## src/rtl/pe_booth_seq.sv

```systemverilog
// Systolic PE with a sequential radix-4 Booth multiplier and a wide, clearable accumulator.
// Handshake: an operation is accepted on a rising edge where in_valid && in_ready; in_ready is high only in IDLE.
module pe_booth_seq #(
  parameter int REG_WIDTH = 8,
  parameter int ACC_WIDTH = 2*REG_WIDTH+8
) (
  input  logic                 clk,
  input  logic                 reset,
  input  logic                 in_valid,
  output logic                 in_ready,
  input  logic [REG_WIDTH-1:0] A,
  input  logic [REG_WIDTH-1:0] B,
  input  logic                 signed_mode,
  input  logic                 acc_clear,
  output logic [REG_WIDTH-1:0] a_out,
  output logic [REG_WIDTH-1:0] b_out,
  output logic                 fwd_valid,
  output logic [ACC_WIDTH-1:0] C,
  output logic                 busy,
  output logic                 done,
  output logic [1:0]           dbg_state
);

  localparam int N  = REG_WIDTH/2 + 1;
  localparam int XW = REG_WIDTH + 2;
  localparam int PW = 2*REG_WIDTH + 2;
  localparam int CW = $clog2(N) + 1;
  localparam int SW = CW + 1;

  typedef enum logic [1:0] {S_IDLE = 2'd0, S_MUL = 2'd1, S_ACC = 2'd2} state_t;

  state_t                 r_state, w_next_state;
  logic [XW-1:0]          r_a_ext;
  logic [XW:0]            r_win;
  logic [PW-1:0]          r_p;
  logic [CW-1:0]          r_cnt;
  logic                   r_signed;
  logic [REG_WIDTH-1:0]   r_a_out, r_b_out;
  logic                   r_fwd_valid, r_done;
  logic [ACC_WIDTH-1:0]   r_c;

  logic                   w_accept, w_last;
  logic [XW-1:0]          w_a_ext_in, w_b_ext_in;
  logic [PW-1:0]          w_a_wide, w_a_sh, w_a_sh2, w_term;
  logic [SW-1:0]          w_sh, w_sh1;
  logic [ACC_WIDTH-1:0]   w_prod_ext;

  assign in_ready  = (r_state == S_IDLE);
  assign busy      = (r_state != S_IDLE);
  assign dbg_state = r_state;
  assign w_accept  = in_valid && in_ready;
  assign w_last    = (r_cnt == CW'(N-1));

  assign a_out     = r_a_out;
  assign b_out     = r_b_out;
  assign fwd_valid = r_fwd_valid;
  assign done      = r_done;
  assign C         = r_c;

  always_comb begin
    w_a_ext_in = {2'b00, A};
    w_b_ext_in = {2'b00, B};
    if (signed_mode) begin
      w_a_ext_in = {{2{A[REG_WIDTH-1]}}, A};
      w_b_ext_in = {{2{B[REG_WIDTH-1]}}, B};
    end
  end

  // The latched multiplicand already carries its sign in the top bit, so always sign-extend it.
  assign w_a_wide = PW'($signed(r_a_ext));
  assign w_sh     = {r_cnt, 1'b0};
  assign w_sh1    = w_sh + SW'(1);
  assign w_a_sh   = w_a_wide << w_sh;
  assign w_a_sh2  = w_a_wide << w_sh1;

  always_comb begin
    w_term = '0;
    case (r_win[2:0])
      3'b001, 3'b010: w_term = w_a_sh;
      3'b011:         w_term = w_a_sh2;
      3'b100:         w_term = -w_a_sh2;
      3'b101, 3'b110: w_term = -w_a_sh;
      default:        w_term = '0;
    endcase
  end

  always_comb begin
    w_prod_ext = ACC_WIDTH'(r_p[2*REG_WIDTH-1:0]);
    if (r_signed) w_prod_ext = ACC_WIDTH'($signed(r_p[2*REG_WIDTH-1:0]));
  end

  always_comb begin
    w_next_state = r_state;
    case (r_state)
      S_IDLE:  if (w_accept) w_next_state = S_MUL;
      S_MUL:   if (w_last) w_next_state = S_ACC;
      S_ACC:   w_next_state = S_IDLE;
      default: w_next_state = S_IDLE;
    endcase
  end

  always_ff @(posedge clk) begin
    if (reset) r_state <= S_IDLE;
    else       r_state <= w_next_state;
  end

  always_ff @(posedge clk) begin
    if (reset) begin
      r_a_ext     <= '0;
      r_win       <= '0;
      r_p         <= '0;
      r_cnt       <= '0;
      r_signed    <= 1'b0;
      r_a_out     <= '0;
      r_b_out     <= '0;
      r_fwd_valid <= 1'b0;
      r_done      <= 1'b0;
      r_c         <= '0;
    end else begin
      r_fwd_valid <= 1'b0;
      r_done      <= 1'b0;
      if (acc_clear && r_state != S_ACC) r_c <= '0;
      case (r_state)
        S_IDLE: if (w_accept) begin
          r_a_ext     <= w_a_ext_in;
          r_win       <= {w_b_ext_in, 1'b0};
          r_signed    <= signed_mode;
          r_p         <= '0;
          r_cnt       <= '0;
          r_a_out     <= A;
          r_b_out     <= B;
          r_fwd_valid <= 1'b1;
        end
        S_MUL: begin
          r_p   <= r_p + w_term;
          r_win <= {{2{r_win[XW]}}, r_win[XW:2]};
          r_cnt <= r_cnt + CW'(1);
        end
        S_ACC: begin
          // A coincident clear turns the accumulate into a load of the fresh product.
          r_c    <= (acc_clear ? '0 : r_c) + w_prod_ext;
          r_done <= 1'b1;
        end
        default: ;
      endcase
    end
  end

endmodule

```

## config.mk

```make
export PLATFORM = sky130hd
export DESIGN_NAME = pe_booth_seq
export DESIGN_NICKNAME = d
export VERILOG_FILES = /design/src/rtl/pe_booth_seq.sv
export SDC_FILE = /design/constraint.sdc
export NUM_CORES = 1
export LEC_CHECK = 0
export BUFFER_PORTS_ARGS = -buffer_cell sky130_fd_sc_hd__buf_4
export CORE_MARGIN = 3
export CORE_UTILIZATION = 30
export CTS_CLUSTER_SIZE = 20
export DETAILED_ROUTE_END_ITERATION = 16
export PLACE_DENSITY = 0.57
export RECOVER_POWER = 50
export SYNTH_ARGS = -nofsm -noshare
export SYNTH_HDL_FRONTEND = slang
export SYNTH_SLANG_ARGS = --single-unit
```

## constraint.sdc

```tcl
create_clock -name clk -period 5.6 [get_ports clk]
set_input_delay 1.4 -clock clk [delete_from_list [all_inputs] [get_ports clk]]
set_output_delay 1.4 -clock clk [all_outputs]
set_load 0.01 [all_outputs]
```

==> flow_metrics.py, run 1 <==
metrics = {
    "floorplanning": {
        "placementRows": 51,
        "start_util_pct": 30.8,
        "core-area_mm2": 0.0197,
        "die_y_um": 148,
        "boundaryPins": 67,
        "floorplan.die.width_um": 148,
        "floorplan.die_area_mm2": 0.0219,
    },
    "sta": {
        "max_clock_freq_mhz": 198,
        "final.hold.worst_slack_ps": 453,
        "finalHoldViolCount": 0,
        "clock-skew-final_ps": 5.04,
        "timing.final.setup_violations": 0,
        "slew_margin_rel_pct": 29.5,
        "timing_max_transition_violations_final": 0,
        "grt_setup_unrepaired": "no",
        "worst-slew-pin-transition_ps": 1060,
        "fin_crit_period_ps": 5040,
        "final.setup.tns_ps": 0,
        "period_share_pct": 90.1,
    },
    "routing": {
        "drcViolationCount": 0,
        "antenna_left": 0,
        "detailroute.via_count": 5752,
        "drt_pre_antenna_iters": 5,
        "detail_route.wl_per_cell_um": 14.4,
        "post_drt_via_cell_ratio": 5.17,
        "drt-total-wl_um": 16100,
        "drt_first_iter_violations": 326,
    },
    "cells_and_area": {
        "post_route_cells_drive_above_1_share_pct": 8.25,
        "diodes": 0,
        "final_area_mm2": 0.00681,
        "synthToLayoutAreaGrowth_pct": 12.5,
        "nNetsFinal": 907,
    },
    "setup_path": {
        "timing.critical_path.cells": "nor3_1 -> nand2_1 -> ha_1 -> nor2_1 -> xnor2_1 -> nor2_1 -> a311o_1 -> a21boi_0 -> ha_1 -> o21ai_0 -> o21ai_0 -> a2111oi_0 -> a211oi_1 -> a41oi_1 -> o22ai_1 -> nor4b_1 -> mux2_4 -> a311o_1",
        "setup.worst_path.end_class": "register",
        "setup.worst_path.start_class": "register",
        "worst_ep_arrival_time_ps": 5270,
        "worst-path-buf-inv": 0,
        "crit_path_max_fo": 27,
        "critical_path.max_stage_delay_ps": 910,
        "worstSetupPathDepth": 18,
        "worst_ep_required_time_ps": 5830,
        "path_delay_family": "compound AO/OA/AOI/OAI gates",
        "worst-r2r-cell-count": 18,
        "crit_path_top_delay_cell": "sky130_fd_sc_hd__dfxtp_1",
        "critical_path_class": "register to register",
    },
    "synth": {
        "synth_top_cell_by_area": "sky130_fd_sc_hd__dfxtp_1",
        "synth_warnings": 0,
        "post_synth_instance_area_mm2": 0.00605,
        "netlist.area_leader.share_pct": 25.5,
        "mappedNetlistNets": 875,
        "postSynth.asyncResetShare_pct": 0,
        "post_synth_edffs": 0,
        "synth_cell_type_count": 62,
        "post_synth_inst_count": 811,
        "synthFlopType": "sky130_fd_sc_hd__dfxtp_1",
        "register_area_share_after_synthesis_pct": 25.5,
        "synth.ff_latch_count": 77,
        "avgSynthCellArea_um2": 7.46,
        "netlist_top_cells_area": "sky130_fd_sc_hd__dfxtp_1 25%, sky130_fd_sc_hd__nand2_1 8.9%, sky130_fd_sc_hd__ha_1 8.5%",
    },
    "worst_hold_path": {
        "worstHoldPathType": "register to register",
        "holdPathStages": 2,
    },
    "global_routing": {
        "grt_most_used_layer": "met2",
        "globalRouteOverflowTotal": 0,
        "first_global_vias": 5556,
        "grt_pass1_wl_um": 27600,
        "maximum_number_of_pins_on_one_net_before_global_route_repair": 80,
        "grt_antenna_before_repair": 0,
        "groute.layer.met3.usage_pct": 2.67,
        "grt_util_met1_pct": 20.3,
        "grt_use_total_pct": 15.0,
        "gr-usage-met2_pct": 24.7,
    },
    "placement": {
        "placed_cell_areas_mm2": 0.00670,
        "detailed_place_hpwl_um": 11800,
        "globalplace.congestion": 0.873,
        "io_buffers": 66,
    },
    "clocking": {
        "cts-resized-gates": 0,
        "tritoncts.num_buffers": 9,
        "bufs_on_longest_clock_path": 2,
        "hold_buffers": 0,
        "clock_tree_from_tritoncts": "done",
        "htree_levels": 3,
        "cts_post_setup_buffers_inserted": 0,
        "cts_root_buffer": "sky130_fd_sc_hd__clkbuf_16",
        "cts.sinks": 77,
        "clkLatencyLatePin_ps": 340,
        "clkTransAtPathRegs_ps": 60,
    },
    "outcome": {
        "run_status": "complete, no violations",
    },
    "flow_run": {
        "max-cap-violations": 0,
    },
    "pwr": {
        "irDropWorstVdd_uv": 133,
        "power.static_leakage_nw": 2.74,
        "post-layout-total-power_mw": 1.46,
        "power_per_cell_area_mw_per_mm2": 215,
    },
}
## metal layers
layer / share of wire (%) / wire length [um]
met1: 49 / 7870
met4: 1.2 / 197
met2: 46 / 7440
met3: 3.6 / 572
met5: 0 / 0
## cell type report
| cell class | count | area (um^2) |
|---|---|---|
| Clock buffer | 12 | 256 |
| Clock inverter | 4 | 22.5 |
| Inverter | 11 | 41.3 |
| Sequential cell | 77 | 1540 |
| Multi-Input combinational cell | 669 | 4220 |
| Tap cell | 265 | 332 |
| Timing Repair Buffer | 75 | 398 |
| Fill cell | 2205 | 12800 |
## cell families after synthesis
kind of cell | Yosys count | synth area share, %
AO/OA/AOI/OAI | 228 | 24.3
buffers and inverters | 65 | 4.86
multiplexers | 17 | 3.93
flip-flops | 77 | 25.5
XOR/XNOR | 47 | 6.80
adder cells (fa/ha/maj) | 43 | 9.14
AND/OR/NAND/NOR | 334 | 25.5
## flip-flops by register name, indices dropped and copies added (netlist names)
register / count
r_a_ext: 9
r_signed: 1
C: 24
dbg_state: 2
done: 1
r_win: 11
b_out: 8
r_p: 16
fwd_valid: 1
r_cnt: 4
## path summary, 6_finish.rpt
path / startpoint / end / slack [ps]
setup / recovery: r_cnt[1] / r_p[15] / 560
hold / removal: r_win[10] / r_win[10] / 450
setup reg to reg: r_cnt[1] / r_p[15] / 560
hold reg to reg: r_win[10] / r_win[10] / 450
## Yosys cell counts, types with 8 or more instances
| cell | count |
|---|---|
| sky130_fd_sc_hd__clkbuf_1 | 32 |
| sky130_fd_sc_hd__inv_1 | 10 |
| sky130_fd_sc_hd__nand3_1 | 33 |
| sky130_fd_sc_hd__nand2_1 | 143 |
| sky130_fd_sc_hd__nor2b_1 | 33 |
| sky130_fd_sc_hd__buf_4 | 10 |
| sky130_fd_sc_hd__nor3_1 | 15 |
| sky130_fd_sc_hd__xor2_1 | 16 |
| sky130_fd_sc_hd__mux2i_1 | 8 |
| sky130_fd_sc_hd__nor2_1 | 64 |
| sky130_fd_sc_hd__a21oi_1 | 93 |
| sky130_fd_sc_hd__ha_1 | 41 |
| sky130_fd_sc_hd__a21o_1 | 18 |
| sky130_fd_sc_hd__a31oi_1 | 17 |
| sky130_fd_sc_hd__a211oi_1 | 11 |
| sky130_fd_sc_hd__dfxtp_1 | 77 |
| sky130_fd_sc_hd__o22ai_1 | 8 |
| sky130_fd_sc_hd__o21ai_0 | 21 |
| sky130_fd_sc_hd__xnor2_1 | 31 |
| sky130_fd_sc_hd__or2_2 | 9 |
## worst register-to-register path, delay by kind of cell, from the launching register on
| kind | cells | cell delay, ps |
|---|---|---|
| AOI/OAI and AO/OA | 9 | 2390 |
| xor gates and xnor gates | 1 | 190 |
| adders and majority gates | 2 | 610 |
| DFF | 1 | 910 |
| muxes | 1 | 300 |
| and+or+nand+nor | 5 | 530 |
## layout by cell type (no fill, tap or decap), types with 4 or more instances in the layout
cell                          n
sky130_fd_sc_hd__o21a_1       5
sky130_fd_sc_hd__nand3_1     33
sky130_fd_sc_hd__clkbuf_16    9
sky130_fd_sc_hd__a21o_1      18
sky130_fd_sc_hd__a211oi_1    11
sky130_fd_sc_hd__mux2i_1      8
sky130_fd_sc_hd__nor3_1      15
sky130_fd_sc_hd__a21oi_1     93
sky130_fd_sc_hd__o21ai_0     21
sky130_fd_sc_hd__o21bai_1     4
sky130_fd_sc_hd__nor2b_1     32
sky130_fd_sc_hd__nand4_1      5
sky130_fd_sc_hd__and2_1       6
sky130_fd_sc_hd__ha_1        41
sky130_fd_sc_hd__nand2_1    143
sky130_fd_sc_hd__o211ai_1     6
sky130_fd_sc_hd__dfxtp_1     77
sky130_fd_sc_hd__o31ai_1      6
sky130_fd_sc_hd__inv_1       10
sky130_fd_sc_hd__xor2_1      16
sky130_fd_sc_hd__or2_2        9
sky130_fd_sc_hd__o22ai_1      8
sky130_fd_sc_hd__a2111oi_0    4
sky130_fd_sc_hd__a31oi_1     17
sky130_fd_sc_hd__a22oi_1      4
sky130_fd_sc_hd__xnor2_1     31
sky130_fd_sc_hd__mux4_2       4
sky130_fd_sc_hd__nor4b_1      5
sky130_fd_sc_hd__or3_1        5
sky130_fd_sc_hd__a221oi_1     5
sky130_fd_sc_hd__buf_4       30
sky130_fd_sc_hd__clkbuf_1    45
sky130_fd_sc_hd__nor2_1      64
sky130_fd_sc_hd__nand2b_1     7
## report_power, final
group          internal, mW  switching [mW]  total [mW]
logic                 0.125           0.189       0.314
registers             0.566          0.0228       0.589
clock network         0.322           0.239       0.562
## metrics by stage
| step | worst slack, ps | cells | util, % |
|---|---|---|---|
| 6_report | 556 | 1113 | 34.6 |
| 4_1_cts | 617 | 1113 | 35.5 |
| 5_1_grt | 97.5 | 1113 | 34.6 |
| 2_1_floorplan | 1170 | 811 | - |
| 3_5_place_dp | 615 | 1097 | 34.1 |
| 3_3_place_gp | 728 | 1097 | 34.1 |
(Power assumes the default switching activity.)
==> inputs of run 2 (changes only) <==
- BUFFER_PORTS_ARGS: -buffer_cell sky130_fd_sc_hd__buf_4 -> unset
- DONT_BUFFER_PORTS: unset -> 1
- PLACE_DENSITY: 0.57 -> 0.55
- SKIP_LAST_GASP: unset -> 1
==> run 2 against run 1 <==
- sequential share of layout area increased by 1.1 points
- via count decreased by 4.2%
- core utilization decreased by 1.5 points
- register-to-register slack improved by 140 ps
- die area unchanged
- final area decreased by 4.4%
- clock skew increased by 3.6 ps
- clock power increased by 6.0%
- highest routed layer unchanged
- routed wire length about the same
- the flow now finishes with violations (max-capacitance violations, max-slew violations)
- largest cell class unchanged
- largest power group is now the clock network
- setup slack improved by 140 ps
==> flow_metrics.py, run 2 (synthesis gave the netlist of run 1 again) <==
metrics = {
    "outcome": {
        "run_status": "finished, violations left",
        "violations": "max-capacitance violations, max-slew violations",
    },
    "setup_path": {
        "critical_path_class": "register to register",
        "endpoint": "r_p[15]",
        "timing.critical_path.cells": "or2_2 -> nor3_1 -> nand2_1 -> ha_1 -> nor2_1 -> xnor2_1 -> nor2_1 -> a311o_1 -> a21boi_0 -> ha_1 -> o21ai_0 -> o21ai_0 -> a2111oi_0 -> a211oi_1 -> a41oi_1 -> o22ai_1 -> nor4b_1 -> mux2_4 -> a311o_1",
        "crit_path_max_fo": 14,
        "worstSetupStartpoint": "r_cnt[2]",
        "crit_path_top_delay_cell": "sky130_fd_sc_hd__a211oi_1",
        "worst_ep_required_time_ps": 5830,
        "path_delay_family": "compound AO/OA/AOI/OAI gates",
        "critical_path.max_stage_delay_ps": 450,
        "worst_ep_arrival_time_ps": 5140,
        "setup.worst_path.start_class": "register",
        "reg2reg_from": "r_cnt[2]",
        "worst-r2r-cell-count": 19,
        "worstSetupPathDepth": 19,
        "r2r_slack_ps": 700,
        "r2r-end": "r_p[15]",
        "worst-path-buf-inv": 0,
        "setup.worst_path.end_class": "register",
    },
    "pwr": {
        "cell_internal_pwr_mw": 1.04,
        "power.static_leakage_nw": 2.60,
        "irDropWorstVdd_uv": 160,
        "share_seq_of_total_power_pct": 40.3,
        "clock_power_share_pct": 40.5,
        "share_comb_of_total_power_pct": 19.2,
        "share_of_total_power_consumed_by_net_switching_pct": 29.3,
        "post-layout-total-power_mw": 1.47,
        "power_per_cell_area_mw_per_mm2": 226,
        "p_switching_mw": 0.432,
    },
    "routing": {
        "drt_first_iter_violations": 296,
        "drcViolationCount": 0,
        "post_drt_via_cell_ratio": 5.26,
        "drt_pre_antenna_iters": 5,
        "antenna_left": 0,
        "detail_route.wl_per_cell_um": 15.3,
        "drt-total-wl_um": 16100,
        "detailroute.via_count": 5508,
    },
    "cells_and_area": {
        "synthToLayoutAreaGrowth_pct": 7.53,
        "layout.cells.most_common": "sky130_fd_sc_hd__nand2_1",
        "mostFrequentLayoutCells": "143 x sky130_fd_sc_hd__nand2_1, 93 x sky130_fd_sc_hd__a21oi_1, 77 x sky130_fd_sc_hd__dfxtp_1, 64 x sky130_fd_sc_hd__nor2_1, 41 x sky130_fd_sc_hd__ha_1",
        "area_of_combinational_cells_with_multiple_inputs_mm2": 0.00422,
        "seq_area_mm2": 0.00154,
        "nNetsFinal": 844,
        "fillers": 2145,
        "largest_register_ffs": 24,
        "post_route_cells_drive_above_1_share_pct": 6.14,
        "finalNonFillerCells": 1047,
        "diodes": 0,
    },
    "clocking": {
        "cts_post_setup_buffers_inserted": 0,
        "clkTransAtPathRegs_ps": 60,
        "cts-resized-gates": 0,
        "cts_root_buffer": "sky130_fd_sc_hd__clkbuf_16",
        "clkLatencyLatePin_ps": 350,
        "clock_tree_from_tritoncts": "done",
        "cts.sinks": 77,
        "tritoncts.num_buffers": 9,
        "htree_levels": 3,
        "bufs_on_longest_clock_path": 2,
        "hold_buffers": 0,
    },
    "sta": {
        "clock-skew-final_ps": 8.66,
        "max_clock_freq_mhz": 204,
        "grt_setup_unrepaired": "no",
        "final.setup.tns_ps": 0,
        "period_share_pct": 87.6,
        "worst-slew-pin-transition_ps": 1880,
        "timing.final.ws_setup_ps": 695,
        "timing.final.setup_violations": 0,
        "fin_crit_period_ps": 4900,
        "finalHoldViolCount": 0,
        "timing_max_transition_violations_final": 40,
        "slew_margin_rel_pct": -25.3,
    },
    "global_routing": {
        "maximum_number_of_pins_on_one_net_before_global_route_repair": 80,
        "grt_antenna_before_repair": 0,
        "grt_pass1_wl_um": 26900,
        "grt_use_total_pct": 14.8,
        "grt_most_used_layer": "met2",
        "groute.layer.met3.usage_pct": 3.49,
        "grt_util_met1_pct": 19.5,
        "gr-usage-met2_pct": 24.7,
        "first_global_vias": 5229,
        "globalRouteOverflowTotal": 0,
    },
    "floorplanning": {
        "start_util_pct": 30.8,
        "die_y_um": 148,
        "core-area_mm2": 0.0197,
        "boundaryPins": 67,
        "floorplan.die.width_um": 148,
        "placementRows": 51,
        "floorplan.die_area_mm2": 0.0219,
    },
    "worst_hold_path": {
        "worstHoldPathType": "register to register",
    },
    "placement": {
        "globalplace.congestion": 0.850,
        "io_buffers": 0,
        "detailed_place_hpwl_um": 11600,
        "placedCellCount": 1034,
        "dpl_worst_slack_ps": 702,
    },
    "flow_run": {
        "max-cap-violations": 1,
    },
}
## run 2: layer usage
layer,vias to the layer above,part of all wire (%)
li1,2825,-
met2,95,46
met4,0,1.1
met1,2576,48
met3,12,4.8
met5,-,0
## run 2: power by group through the flow
stage / Combinational [mW] / Sequential, mW / Clock, mW
floorplan: 0.247 / 0.593 / 0
global placement: 0.281 / 0.606 / 0
detailed placement: 0.282 / 0.606 / 0
CTS: 0.283 / 0.594 / 0.615
global route: 0.317 / 0.597 / 0.636
finish: 0.282 / 0.594 / 0.596
## run 2: final cells by class
cell class                 instances  share of cell area, %
tap                              265                   5.10
inverter                          11                  0.635
timing repair buffer              12                   1.33
sequential                        77                   23.7
clock buffer                      11                   3.88
multi-input combinational        669                   64.8
clock inverter                     2                  0.538
## run 2: per-stage QoR
stage / util (%) / hold WS [ps] / instance area (um^2)
after floorplan: - / 432 / 6050
after global placement: 31.7 / 433 / 6220
after detailed placement: 31.7 / 445 / 6220
after CTS: 33.1 / 452 / 6510
after global routing: 33.1 / 487 / 6510
final: 33.1 / 453 / 6510
## run 2: worst min-delay path by stage
stage,from,to,slack (ps),cells past startpoint
finish,r_signed,r_signed,450,2
global route,r_win[10],r_win[10],490,2
CTS,r_win[10],r_win[10],450,2
detailed placement,r_win[10],r_win[10],440,2
global placement,r_win[10],r_win[10],430,2
floorplan,r_signed,r_signed,430,2
## run 2: worst reg2reg max path, cell delays in order (launching register included)
cell	delay, ps
sky130_fd_sc_hd__dfxtp_1	430
sky130_fd_sc_hd__or2_2	360
sky130_fd_sc_hd__nor3_1	200
sky130_fd_sc_hd__nand2_1	130
sky130_fd_sc_hd__ha_1	270
sky130_fd_sc_hd__nor2_1	130
sky130_fd_sc_hd__xnor2_1	150
sky130_fd_sc_hd__nor2_1	70
sky130_fd_sc_hd__a311o_1	320
sky130_fd_sc_hd__a21boi_0	140
sky130_fd_sc_hd__ha_1	360
sky130_fd_sc_hd__o21ai_0	130
sky130_fd_sc_hd__o21ai_0	260
sky130_fd_sc_hd__a2111oi_0	150
sky130_fd_sc_hd__a211oi_1	450
sky130_fd_sc_hd__a41oi_1	260
sky130_fd_sc_hd__o22ai_1	300
sky130_fd_sc_hd__nor4b_1	90
sky130_fd_sc_hd__mux2_4	300
sky130_fd_sc_hd__a311o_1	310
